===== src/rtl/sync_filter.sv =====
// Multi-channel input conditioner: N-stage synchroniser then a per-channel stability filter.
// o/rise/fall are registered; a level change reaches o N_STAGES+FILTER_CYCLES edges after capture.
module sync_filter #(
    parameter int           W             = 1,
    parameter int           N_STAGES      = 2,
    parameter int           FILTER_CYCLES = 4,
    parameter logic [W-1:0] RESET_VAL     = {W{1'b0}}
) (
    input  logic         clk,
    input  logic         rst,
    input  logic [W-1:0] i,
    output logic [W-1:0] o,
    output logic [W-1:0] rise,
    output logic [W-1:0] fall
);
    localparam int            CW       = (FILTER_CYCLES > 1) ? $clog2(FILTER_CYCLES) : 1;
    localparam logic [CW-1:0] CNT_LAST = CW'(FILTER_CYCLES - 1);

    if (N_STAGES < 2) begin : g_bad_stages
        $fatal(1, "sync_filter: N_STAGES must be at least 2");
    end
    if (FILTER_CYCLES < 1) begin : g_bad_filter
        $fatal(1, "sync_filter: FILTER_CYCLES must be at least 1");
    end

    for (genvar k = 0; k < W; k++) begin : g_ch
        (* keep = "true" *) logic [N_STAGES-1:0] r_sync;
        logic [CW-1:0] r_cnt;
        logic          r_o;
        logic          r_rise;
        logic          r_fall;
        logic          w_s;

        assign w_s     = r_sync[N_STAGES-1];
        assign o[k]    = r_o;
        assign rise[k] = r_rise;
        assign fall[k] = r_fall;

        // Pure shift chain: nothing may sit between the metastability flops.
        always_ff @(posedge clk or posedge rst) begin
            if (rst) begin
                r_sync <= {N_STAGES{RESET_VAL[k]}};
            end else begin
                r_sync <= {r_sync[N_STAGES-2:0], i[k]};
            end
        end

        // Counter clears whenever s returns to o, so short excursions leave no trace.
        always_ff @(posedge clk or posedge rst) begin
            if (rst) begin
                r_cnt  <= '0;
                r_o    <= RESET_VAL[k];
                r_rise <= 1'b0;
                r_fall <= 1'b0;
            end else begin
                r_rise <= 1'b0;
                r_fall <= 1'b0;
                if (w_s == r_o) begin
                    r_cnt <= '0;
                end else if (r_cnt == CNT_LAST) begin
                    r_o    <= w_s;
                    r_cnt  <= '0;
                    r_rise <= w_s;
                    r_fall <= ~w_s;
                end else begin
                    r_cnt <= r_cnt + 1'b1;
                end
            end
        end
    end

endmodule


===== config.mk =====
export PLATFORM = sky130hd
export DESIGN_NAME = sync_filter
export DESIGN_NICKNAME = d
export VERILOG_FILES = /design/src/rtl/sync_filter.sv
export SDC_FILE = /design/constraint.sdc
export NUM_CORES = 1
export LEC_CHECK = 0
export CAP_MARGIN = 20
export CELL_PAD_IN_SITES_DETAIL_PLACEMENT = 1
export CELL_PAD_IN_SITES_GLOBAL_PLACEMENT = 2
export CORE_AREA = 3 3 40 42
export CTS_BUF_LIST = sky130_fd_sc_hd__clkbuf_4 sky130_fd_sc_hd__clkbuf_8
export DETAILED_ROUTE_END_ITERATION = 6
export DIE_AREA = 0 0 43 45
export PLACE_DENSITY = 0.55
export SLEW_MARGIN = 20
export SYNTH_ARGS = -nofsm -noshare
export SYNTH_HDL_FRONTEND = slang
export SYNTH_SLANG_ARGS = --single-unit

===== constraint.sdc =====
create_clock -name clk -period 2.2 [get_ports clk]
set_input_delay 0.33 -clock clk [delete_from_list [all_inputs] [get_ports clk]]
set_output_delay 0.33 -clock clk [all_outputs]
set_load 0.01 [all_outputs]

; Word level (Yosys, flattened, before mapping)
; Cells that the tools add are included.
[totals]
out_inout_bits = 3
register_bits = 7
[op_classes]
n_bitwise = 2
n_reduce_logical = 1
addsub = 1
muxes = 6
n_eq_ne = 2
[op_table]
columns = cell, count
row1 = 1-bit two-way mux, 4
row2 = 2-bit two-way mux, 2
row3 = "2-bit by 1-bit adder with 2-bit output, second input constant", 1
row4 = "2-bit == test, second input constant", 1
row5 = 1-bit inverter, 2
row6 = 2-bit AND reduction, 1
row7 = 1-bit == test, 1

; Depth between registers and ports, before layout
; Gate-level depths: netlist of run 1.
[depth]
depth_word = 3
depth_mapped = 3
ltp_nobuf = 3

; Worst setup path before layout of run 1
; OpenSTA, ideal clock, no wires.
[synth_path]
path_type = reg-to-reg
startpoint = reg g_ch[0].r_cnt[0]
endpoint = reg g_ch[0].r_cnt[1]
setup_slack_ns = 1.316
t_arrival_ns = 0.757
stages_incl_launch_ff = 3
required_time_ns = 2.073
path_buffers = 0
synth_period_minus_slack_ns = 0.884
cell_sequence = dfrtp_1 > ha_1 > nor2b_1
[synth_between]
elab_chain_cells = 3
[synth_rtl]
columns = item, line_no
row1 = from (decl), 28  ; logic [CW-1:0] r_cnt;
row2 = from (signal assigned), 66  ; r_cnt <= r_cnt + 1'b1;
row3 = 2-bit by 1-bit adder with 2-bit output or 2-bit == test (tied branches), "66, 60"
row4 = 2-bit two-way mux (*), 60  ; end else if (r_cnt == CNT_LAST) begin
row5 = 2-bit two-way mux (*), 58  ; if (w_s == r_o) begin
; Every way passes the cells marked *; elsewhere a longest branch is shown, timed or not.
; A chain may end at the register's enable or synchronous reset.

; Worst setup path after layout of run 1
[layout_path]
startpoint = reg g_ch[0].r_o (netlist: o)
endpoint = out o
[layout_lines]
columns = item, line_no
row1 = from (decl), 29  ; logic r_o;
row2 = from (signal assigned), 52  ; r_o <= RESET_VAL[k];
row3 = from (signal assigned), 61  ; r_o <= w_s;
row4 = to (decl), 12  ; output logic [W-1:0] o,
; No word-level cell between the ends.

==> run metrics, run 1 <==
max cap viols 0; Net Count, Synth 21; Clk pin slew, worst setup/hold paths 50 ps; Ys Warns 0; PD cells 1130 nW/µm²; commonest non-fill, non-tap cell in the layout dfrtp_1; clock network power share 32.3%; Remaining Overflow, GRT 0; gr usage total 5.88%; Synth Area in Adders 5.21%; register area share after synthesis 72.9%; Post-Route WL 382 µm; largest family of logic cells by synthesized area simple AND/OR/NAND/NOR gates; Worst VDD drop 0.000372 V; H-tree levels 1; clock net sink count 7; Seq pwr share 45.5%; Yosys cell types 10; setup TNS 0 ps; critical-path cell list clkdlybuf4s50_1; Net Switching 99.6 µW; Tmin final 1520 ps; DR pass1 iterations 2; Max Freq 659 MHz; hold buffers post-CTS 0; Crit path buffers/inverters 1; initial antenna violation count 0; Top delay family on crit path buffers and inverters; most frequent cells in the layout 7 x dfrtp_1, 5 x clkdlybuf4s50_1, 4 x clkbuf_4; # port buffers 5; mux cell area share after synthesis 0%; P_int 285 µW; Worst-Margin Slew 247 ps; compound-cell area share of the yosys netlist 2.08%; fin crit share 69.0%; Layout Utilization 26.4%; Mapped Area 240 µm²; post-synthesis xor/xnor area fraction 3.65%; Setup Viol. Count Final 0; simple-gate portion of the synthesized area 13.0%; status finished, final reports clean; slowest CP cell clkdlybuf4s50_1; Die H 45 µm; first-pass GRT wire length 676 µm; vias in the first global route 159; Layout area overhead 41.1%; DRC Markers 0; Final Slew Violations 0; Core Area 1280 µm²; Clock Tree Root clkbuf_4; WP depth 1; largest net degree at the start of global routing 8; Worst Path Max Fanout 4; die area 1940 µm²; IO Count 6; Die Span X 43 µm; DR iter-0 viols 3; Worst path max stage delay 560 ps; routed via count 137; unrepaired setup endpoints after global routing false; Tot Pwr 384 µW; DR WL/cell 9.32 µm; Setup crit end kind output port; Inserted Diodes 0; Fillers 147; setup bufs post-CTS 0; share of cells above drive strength 1 19.2%; Worst EP arrival 1190 ps; Final Hold Fails 0; Worst Reg2Reg Path Length in Cells 2; Clock Latency Late Sink 240 ps; Clock Skews 3.18 ps; Rows 13; Seq cells post-synth 7; initial core utilization 18.7%; kind of critical path flop to output port; Num CTS Buffers 3; CP Launch Type flop; routed vias/inst 3.34; Placed Cells 37; post-CTS sizing 0; worst min path class input pin to asynchronous set/reset pin; Layout Nets 31; fin cells 41; normalized max-slew margin 83.5%; combinational share of power 22.2%; GPL Wtd Cong 0.679; CTS tree done; cells after synthesis 17; CP required 1870 ps; Clock Path Buffers 2; sw frac 25.9%; Pleak 0.158 nW; syn_area_per_cell 14.1 µm²; Final ANT Viol Nets 0
-- path summary, 6_finish.rpt --
check                                  startpoint           endpoint  slack [ps]
min in group clk                g_ch[0].r_sync[0]  g_ch[0].r_sync[1]         350
worst min register to register  g_ch[0].r_sync[0]  g_ch[0].r_sync[1]         350
max in group asynchronous                     rst   g_ch[0].r_cnt[1]        1700
worst max-delay path                            o                  o         680
worst max register to register   g_ch[0].r_cnt[0]               fall        1260
worst min-delay path                          rst  g_ch[0].r_sync[1]         300
-- power by group through the flow --
| stage | registers, mW | clock network [mW] | logic [mW] |
|---|---|---|---|
| after floorplan | 0.180 | 0 | 0.0456 |
| after global placement | 0.175 | 0 | 0.0830 |
| after detailed placement | 0.178 | 0 | 0.0883 |
| after CTS | 0.176 | 0.134 | 0.0886 |
| after global routing | 0.178 | 0.150 | 0.0936 |
| final | 0.175 | 0.124 | 0.0853 |
-- flip-flops by register name (all words and copies together) (netlist names) --
| name | cells |
|---|---|
| g_ch.r_sync | 2 |
| g_ch.r_cnt | 2 |
| rise | 1 |
| fall | 1 |
| o | 1 |
-- cells in the mapped netlist --
master	number	share of area, %
xnor2_1	1	3.6
nor3b_1	1	3.1
o21ai_0	1	2.1
dfrtp_1	7	73
nor2_1	1	1.6
ha_1	1	5.2
inv_1	2	3.1
nor2b_1	1	2.6
nor3_2	1	4.2
nand2_1	1	1.6
-- final cells by class --
class / count / area (µm²) / share of cell area [%]
Clock buffer: 4 / 30.0 / 8.86
Inverter: 2 / 7.51 / 2.21
Multi-Input combinational cell: 8 / 57.6 / 17.0
Sequential cell: 7 / 175 / 51.7
Tap cell: 15 / 18.8 / 5.54
Timing Repair Buffer: 5 / 50.0 / 14.8
-- stage by stage --
stage	setup WS (ps)	instance area (µm²)	hold WS, ps
2_1_floorplan	1320	240	133
3_3_place_gp	949	309	343
3_5_place_dp	935	309	340
4_1_cts	656	339	298
5_1_grt	628	339	307
6_report	682	339	302
-- kinds of logic after synthesis --
kind of cell | Yosys count
AOI/OAI and AO/OA | 1
xor gates and xnor gates | 1
adders and majority gates | 1
buffers and inverters | 2
DFF | 7
and+or+nand+nor | 5
-- routing by layer --
metal / track usage (%) / wire length, µm
met1: 5.43 / 162
met3: 2.39 / 33
met4: 10.8 / 10
met2: 7.19 / 175
met5: 0 / 0
Note: power is estimated with default switching activity, not from simulation.
==> inputs of run 2 (changes only) <==
--- a/config.mk
+++ b/config.mk
@@ -12,7 +12,7 @@
 export CTS_BUF_LIST = sky130_fd_sc_hd__clkbuf_4 sky130_fd_sc_hd__clkbuf_8
 export DETAILED_ROUTE_END_ITERATION = 6
 export DIE_AREA = 0 0 43 45
-export PLACE_DENSITY = 0.55
+export PLACE_DENSITY = 0.56
 export SLEW_MARGIN = 20
 export SYNTH_ARGS = -nofsm -noshare
 export SYNTH_HDL_FRONTEND = slang
==> constraint.sdc (replaced) <==
create_clock -name clk -period 1.31 [get_ports clk]
set_input_delay 0.1965 -clock clk [delete_from_list [all_inputs] [get_ports clk]]
set_output_delay 0.1965 -clock clk [all_outputs]
set_load 0.01 [all_outputs]
==> run 2 against run 1 <==
  * Critical path depth unchanged
  * Core utilization decreased by 0.29 points
  * Clock skew increased by 1.9 ps
  * Cell area decreased by 1.1%
  * Register-to-register slack got worse by 890 ps
  * Flip-flop and latch count unchanged
  * Via count increased by 9.5%
  * Clock power increased by 73%
  * Sequential power increased by 67%
  * Clock-buffer cell count unchanged
  * Power increased by 66%
  * Final cell count unchanged
  * Largest cell class unchanged
==> run metrics, run 2 (synthesis gave the netlist of run 1 again) <==
status finished, final reports clean (unchanged); routed vias/inst 3.66 (was 3.34); Final Hold Fails 0 (unchanged); CTS tree done (unchanged); setup TNS 0 ps (unchanged); Fillers 138 (was 147); Final ANT Viol Nets 0 (unchanged); Die H 45 µm (unchanged); commonest non-fill, non-tap cell in the layout dfrtp_1 (unchanged); largest net degree at the start of global routing 8 (unchanged); reg2reg start g_ch[0].r_cnt[0] (unchanged); Tmin final 1150 ps; Pleak 0.170 nW (was 0.158 nW); hpwl dp 315 µm; initial core utilization 18.7% (unchanged); Clock Latency Late Sink 250 ps (was 240 ps); PD cells 1900 nW/µm² (was 1130 nW/µm²); IO Count 6 (unchanged); DR pass1 iterations 1 (was 2); most frequent cells in the layout 7 x dfrtp_1, 4 x clkbuf_4, 3 x dlygate4sd2_1 (was 7 x dfrtp_1, 5 x clkdlybuf4s50_1, 4 x clkbuf_4); normalized max-slew margin 82.5% (was 83.5%); GPL Wtd Cong 0.738 (was 0.679); final setup margin 160 ps (was 682 ps); gr usage total 5.54% (was 5.88%); H-tree levels 1 (unchanged); Inserted Diodes 0 (unchanged); Die Span X 43 µm (unchanged); Remaining Overflow, GRT 0 (unchanged); die area 1940 µm² (unchanged); routed via count 150 (was 137); fin cells 41 (unchanged); Rows 13 (unchanged); fin crit share 87.8%; Top delay family on crit path flip-flops (was buffers and inverters); Post-Place Setup Slack 166 ps (was 935 ps); DR WL/cell 9.46 µm (was 9.32 µm); Worst-Margin Slew 262 ps (was 247 ps); # port buffers 5 (unchanged); Placed Cells 37 (unchanged); Num CTS Buffers 3 (unchanged); Layout Nets 31 (unchanged); initial antenna violation count 0 (unchanged); hold buffers post-CTS 0 (unchanged); WHS 166 ps (was 302 ps); share of cells above drive strength 1 19.2% (unchanged); Clock Skews 5.09 ps (was 3.18 ps); slowest CP cell dfrtp_1 (was clkdlybuf4s50_1); Worst Path Max Fanout 4 (unchanged); Max Freq 869 MHz; Placed Area 309 µm² (unchanged); max cap viols 0 (unchanged); CP required 1110 ps (was 1870 ps); Layout area overhead 39.6% (was 41.1%); worst min path class input pin to asynchronous set/reset pin (unchanged); Clk pin slew, worst setup/hold paths 50 ps (about the same); critical-path cell list dlygate4sd2_1 (was clkdlybuf4s50_1); vias in the first global route 156 (was 159); Clock Path Buffers 2 (unchanged); post-route cell area 335 µm² (was 339 µm²); Top Registers g_ch.r_cnt: 2 flops, g_ch.r_sync: 2 flops (unchanged); Crit path buffers/inverters 1 (unchanged); kind of critical path flop to output port (unchanged); Worst VDD drop 0.000941 V (was 0.000372 V); first-pass GRT wire length 634 µm (was 676 µm); Core Area 1280 µm² (unchanged); CP Launch Type flop (unchanged); CP startpoint o (unchanged); unrepaired setup endpoints after global routing false (unchanged); Clock Tree Root clkbuf_4 (unchanged); Setup crit end kind output port (unchanged); Final Slew Violations 0 (unchanged); DRC Markers 0 (unchanged); DR iter-0 viols 0 (was 3); Setup Viol. Count Final 0 (unchanged); Post-Route WL 388 µm (was 382 µm); clock net sink count 7 (unchanged); Worst EP arrival 950 ps (was 1190 ps); Worst path max stage delay 400 ps (was 560 ps)
run 2: cell count changes in the layout (fill, tap and decap cells not counted):
cell             previous run  this run
dlygate4sd2_1               0         3
clkdlybuf4s50_1             5         2
run 2: metrics by stage:
| step | utilization, % | total power [mW] |
|---|---|---|
| detailed placement | 24.1 | 0.443 |
| global route | 26.1 | 0.688 |
| CTS | 26.1 | 0.653 |
| floorplan | - | 0.378 |
| global placement | 24.1 | 0.434 |
| finish | 26.1 | 0.637 |
run 2: final cells by class:
class | instances | area (µm²) | area share (%)
flip-flops and latches | 7 | 175 | 52.2
multi-input cells | 8 | 57.6 | 17.2
repair buffers | 5 | 46.3 | 13.8
clock buffers | 4 | 30.0 | 8.96
well taps | 15 | 18.8 | 5.60
inverters | 2 | 7.51 | 2.24
run 2: path summary, 6_finish.rpt:
kind	endpoint	slack [ps]	cells after the start
setup / recovery	o	160	1
hold / removal	g_ch[0].r_cnt[0]	170	2
setup reg to reg	fall	370	2
hold reg to reg	g_ch[0].r_sync[1]	350	0
max in group asynchronous	o	930	2
min in group clk	g_ch[0].r_sync[1]	350	0
run 2: what timing repair did:
| action | in CTS | in global routing |
|---|---|---|
| endpoints found under the setup margin | 3 | 0 |
| buffers inserted | 0 | 0 |
| gates resized for setup | 3 | 0 |
run 2: layer usage:
layer  wire [µm]  part of all wire [%]  track usage, %  up-vias
li1            -                     -               -       70
met1         150                    39            4.43       70
met2         171                    44            7.19        8
met3          55                    14            7.17        2
met4          10                   2.6            3.61        0
met5           0                     0               0        -
run 2: report_power, final:
group          switching (mW)  internal [mW]
Clock                  0.0777          0.137
Sequential             0.0301          0.263
Combinational          0.0638         0.0659
Total                   0.172          0.465
==> inputs of run 3 (changes only) <==
==> config.mk (replaced) <==
export PLATFORM = sky130hd
export DESIGN_NAME = sync_filter
export DESIGN_NICKNAME = d
export VERILOG_FILES = /design/src/rtl/sync_filter.sv
export SDC_FILE = /design/constraint.sdc
export NUM_CORES = 1
export LEC_CHECK = 0
export CELL_PAD_IN_SITES_DETAIL_PLACEMENT = 0
export CELL_PAD_IN_SITES_GLOBAL_PLACEMENT = 1
export CORE_AREA = 3 3 40 42
export CTS_BUF_LIST = sky130_fd_sc_hd__clkbuf_4 sky130_fd_sc_hd__clkbuf_8
export DETAILED_ROUTE_END_ITERATION = 6
export DIE_AREA = 0 0 43 45
export PLACE_DENSITY = 0.5
export SLEW_MARGIN = 20
export SYNTH_ARGS = -nofsm -noshare
export SYNTH_HDL_FRONTEND = slang
export SYNTH_SLANG_ARGS = --single-unit
==> run 3 against run 2 <==
  * First-iteration DRC count unchanged
  * Largest cell class unchanged
  * Worst setup slack better by 11 ps
  * Die area unchanged
  * Core utilization up 0.58 points
  * Fmax up 1.0%
==> run metrics, run 3 (synthesis gave the netlist of run 1 again) <==
status finished, final reports clean (unchanged); DR WL/cell 8.37 µm (was 9.46 µm); worst min path class input pin to asynchronous set/reset pin (unchanged); Final ANT Viol Nets 0 (unchanged); Worst-Margin Slew 260 ps (was 262 ps); Clock Skews 1.22 ps (was 5.09 ps); Worst path max stage delay 400 ps (about the same); Clock Tree Root clkbuf_4 (unchanged); DR pass1 iterations 1 (unchanged); WHS 172 ps (was 166 ps); Layout area overhead 42.7% (was 39.6%); Worst Reg2Reg Path Length in Cells 3 (was 2); routed via count 146 (was 150); Setup Viol. Count Final 0 (unchanged); Worst VDD drop 0.000383 V (was 0.000941 V); fin cells 41 (unchanged); # port buffers 5 (unchanged); Clock Path Buffers 2 (unchanged); CTS tree done (unchanged); WP depth 1 (unchanged); Final Slew Violations 0 (unchanged); DR iter-0 viols 0 (unchanged); met3 wire length 28 µm (was 55 µm); Remaining Overflow, GRT 0 (unchanged); IO Count 6 (unchanged); critical-path cell list dlygate4sd2_1 (unchanged); first-pass GRT wire length 538 µm (was 634 µm); Worst Path Max Fanout 4 (unchanged); max cap viols 0 (unchanged); Fillers 133 (was 138); DRC Markers 0 (unchanged); Die H 45 µm (unchanged); GPL Wtd Cong 0.566 (was 0.738); Core Area 1280 µm² (unchanged); Tot Pwr 633 µW (was 637 µW); Net Switching 165 µW (was 172 µW); clock net sink count 7 (unchanged); sw frac 26.1% (was 26.9%); Pleak 0.198 nW (was 0.170 nW); Rows 13 (unchanged); P_int 468 µW (was 465 µW); WL met2 170 µm (was 171 µm); fin crit share 86.9% (was 87.8%); Clk pin slew, worst setup/hold paths 50 ps (about the same); unrepaired setup endpoints after global routing false (unchanged); Clock Latency Late Sink 250 ps (about the same); normalized max-slew margin 82.7% (was 82.5%); initial core utilization 18.7% (unchanged); initial antenna violation count 0 (unchanged); Max Freq 878 MHz (was 869 MHz); setup TNS 0 ps (unchanged); Crit path buffers/inverters 1 (unchanged); CP startpoint o (unchanged); CP Launch Type flop (unchanged); Seq pwr share 46.0% (about the same); Placed Cells 37 (unchanged); most frequent cells in the layout 7 x dfrtp_1, 4 x clkbuf_4, 2 x inv_1, 2 x clkdlybuf4s50_1, 2 x dlymetal6s2s_1 (was 7 x dfrtp_1, 4 x clkbuf_4, 3 x dlygate4sd2_1); Worst EP arrival 940 ps (was 950 ps); combinational share of power 20.7% (was 20.4%); commonest non-fill, non-tap cell in the layout dfrtp_1 (unchanged); hpwl dp 259 µm (was 315 µm); WL met1 143 µm (was 150 µm); Tmin final 1140 ps (was 1150 ps); Top delay family on crit path flip-flops (unchanged); Top Registers g_ch.r_cnt: 2 flops, g_ch.r_sync: 2 flops (unchanged); H-tree levels 1 (unchanged); Inserted Diodes 0 (unchanged); kind of critical path flop to output port (unchanged); Post-Route WL 343 µm (was 388 µm); share of cells above drive strength 1 19.2% (unchanged); PD cells 1850 nW/µm² (was 1900 nW/µm²); Highest Signal Layer met3 (was met4); Num CTS Buffers 3 (unchanged); CP required 1110 ps (about the same); reg2reg start g_ch[0].r_cnt[0] (unchanged); vias in the first global route 130 (was 156); clock network power share 33.3% (was 33.7%); Setup crit end kind output port (unchanged); gr usage total 4.96% (was 5.54%); routed vias/inst 3.56 (was 3.66); Layout Nets 31 (unchanged); Layout Utilization 26.7% (was 26.1%); largest net degree at the start of global routing 8 (unchanged); Die Span X 43 µm (unchanged); Final Hold Fails 0 (unchanged); slowest CP cell dfrtp_1 (unchanged); die area 1940 µm² (unchanged)
==> run 3: cell count changes in the layout (fill, tap and decap cells not counted) <==
cell | previous run | this run
dlygate4sd2_1 | 3 | 1
dlymetal6s2s_1 | 0 | 2
==> run 3: layout make-up <==
type | instances | area, µm² | share of cell area [%]
flip-flops and latches | 7 | 175 | 51.1
inverters | 2 | 7.51 | 2.19
well taps | 15 | 18.8 | 5.47
multi-input cells | 8 | 57.6 | 16.8
repair buffers | 5 | 53.8 | 15.7
clock buffers | 4 | 30.0 | 8.76
==> run 3: per-stage QoR <==
step / instance area, µm² / worst slack [ps]
after detailed placement: 309 / 185
final: 343 / 171
after floorplan: 240 / 426
after global placement: 309 / 190
after CTS: 338 / 1.42
after global routing: 343 / 121
==> run 3: path summary, 6_finish.rpt <==
path                       slack [ps]           endpoint
min                               170                  o
max                               170                  o
min reg2reg                       350  g_ch[0].r_sync[1]
min in group clk                  350  g_ch[0].r_sync[1]
max reg2reg                       380                  o
max in group asynchronous         930               fall
==> run 3: what timing repair did <==
item | CTS | global route
setup buffers | 0 | 0
hold buffers | 0 | 0
cloned | 0 | 0
resized for setup | 1 | 2
endpoints found under the setup margin | 1 | 2
==> run 3: worst register-to-register path, delay by kind of cell (launching register included) <==
kind	cells	cell delay, ps
adders and majority gates	1	250
AOI/OAI and AO/OA	1	80
and+or+nand+nor	1	90
DFF	1	390
==> run 3: power by group through the flow <==
stage	registers, mW	clock network [mW]	logic [mW]
floorplan	0.302	0	0.0766
global placement	0.294	0	0.138
detailed placement	0.296	0	0.144
CTS	0.292	0.227	0.135
global route	0.297	0.241	0.152
finish	0.291	0.211	0.131
==> run 3: routing by layer <==
metal / vias up / track usage [%]
met5: - / 0
li1: 71 / -
met2: 6 / 5.39
met1: 69 / 4.21
met4: 0 / 9.04
met3: 0 / 3.59
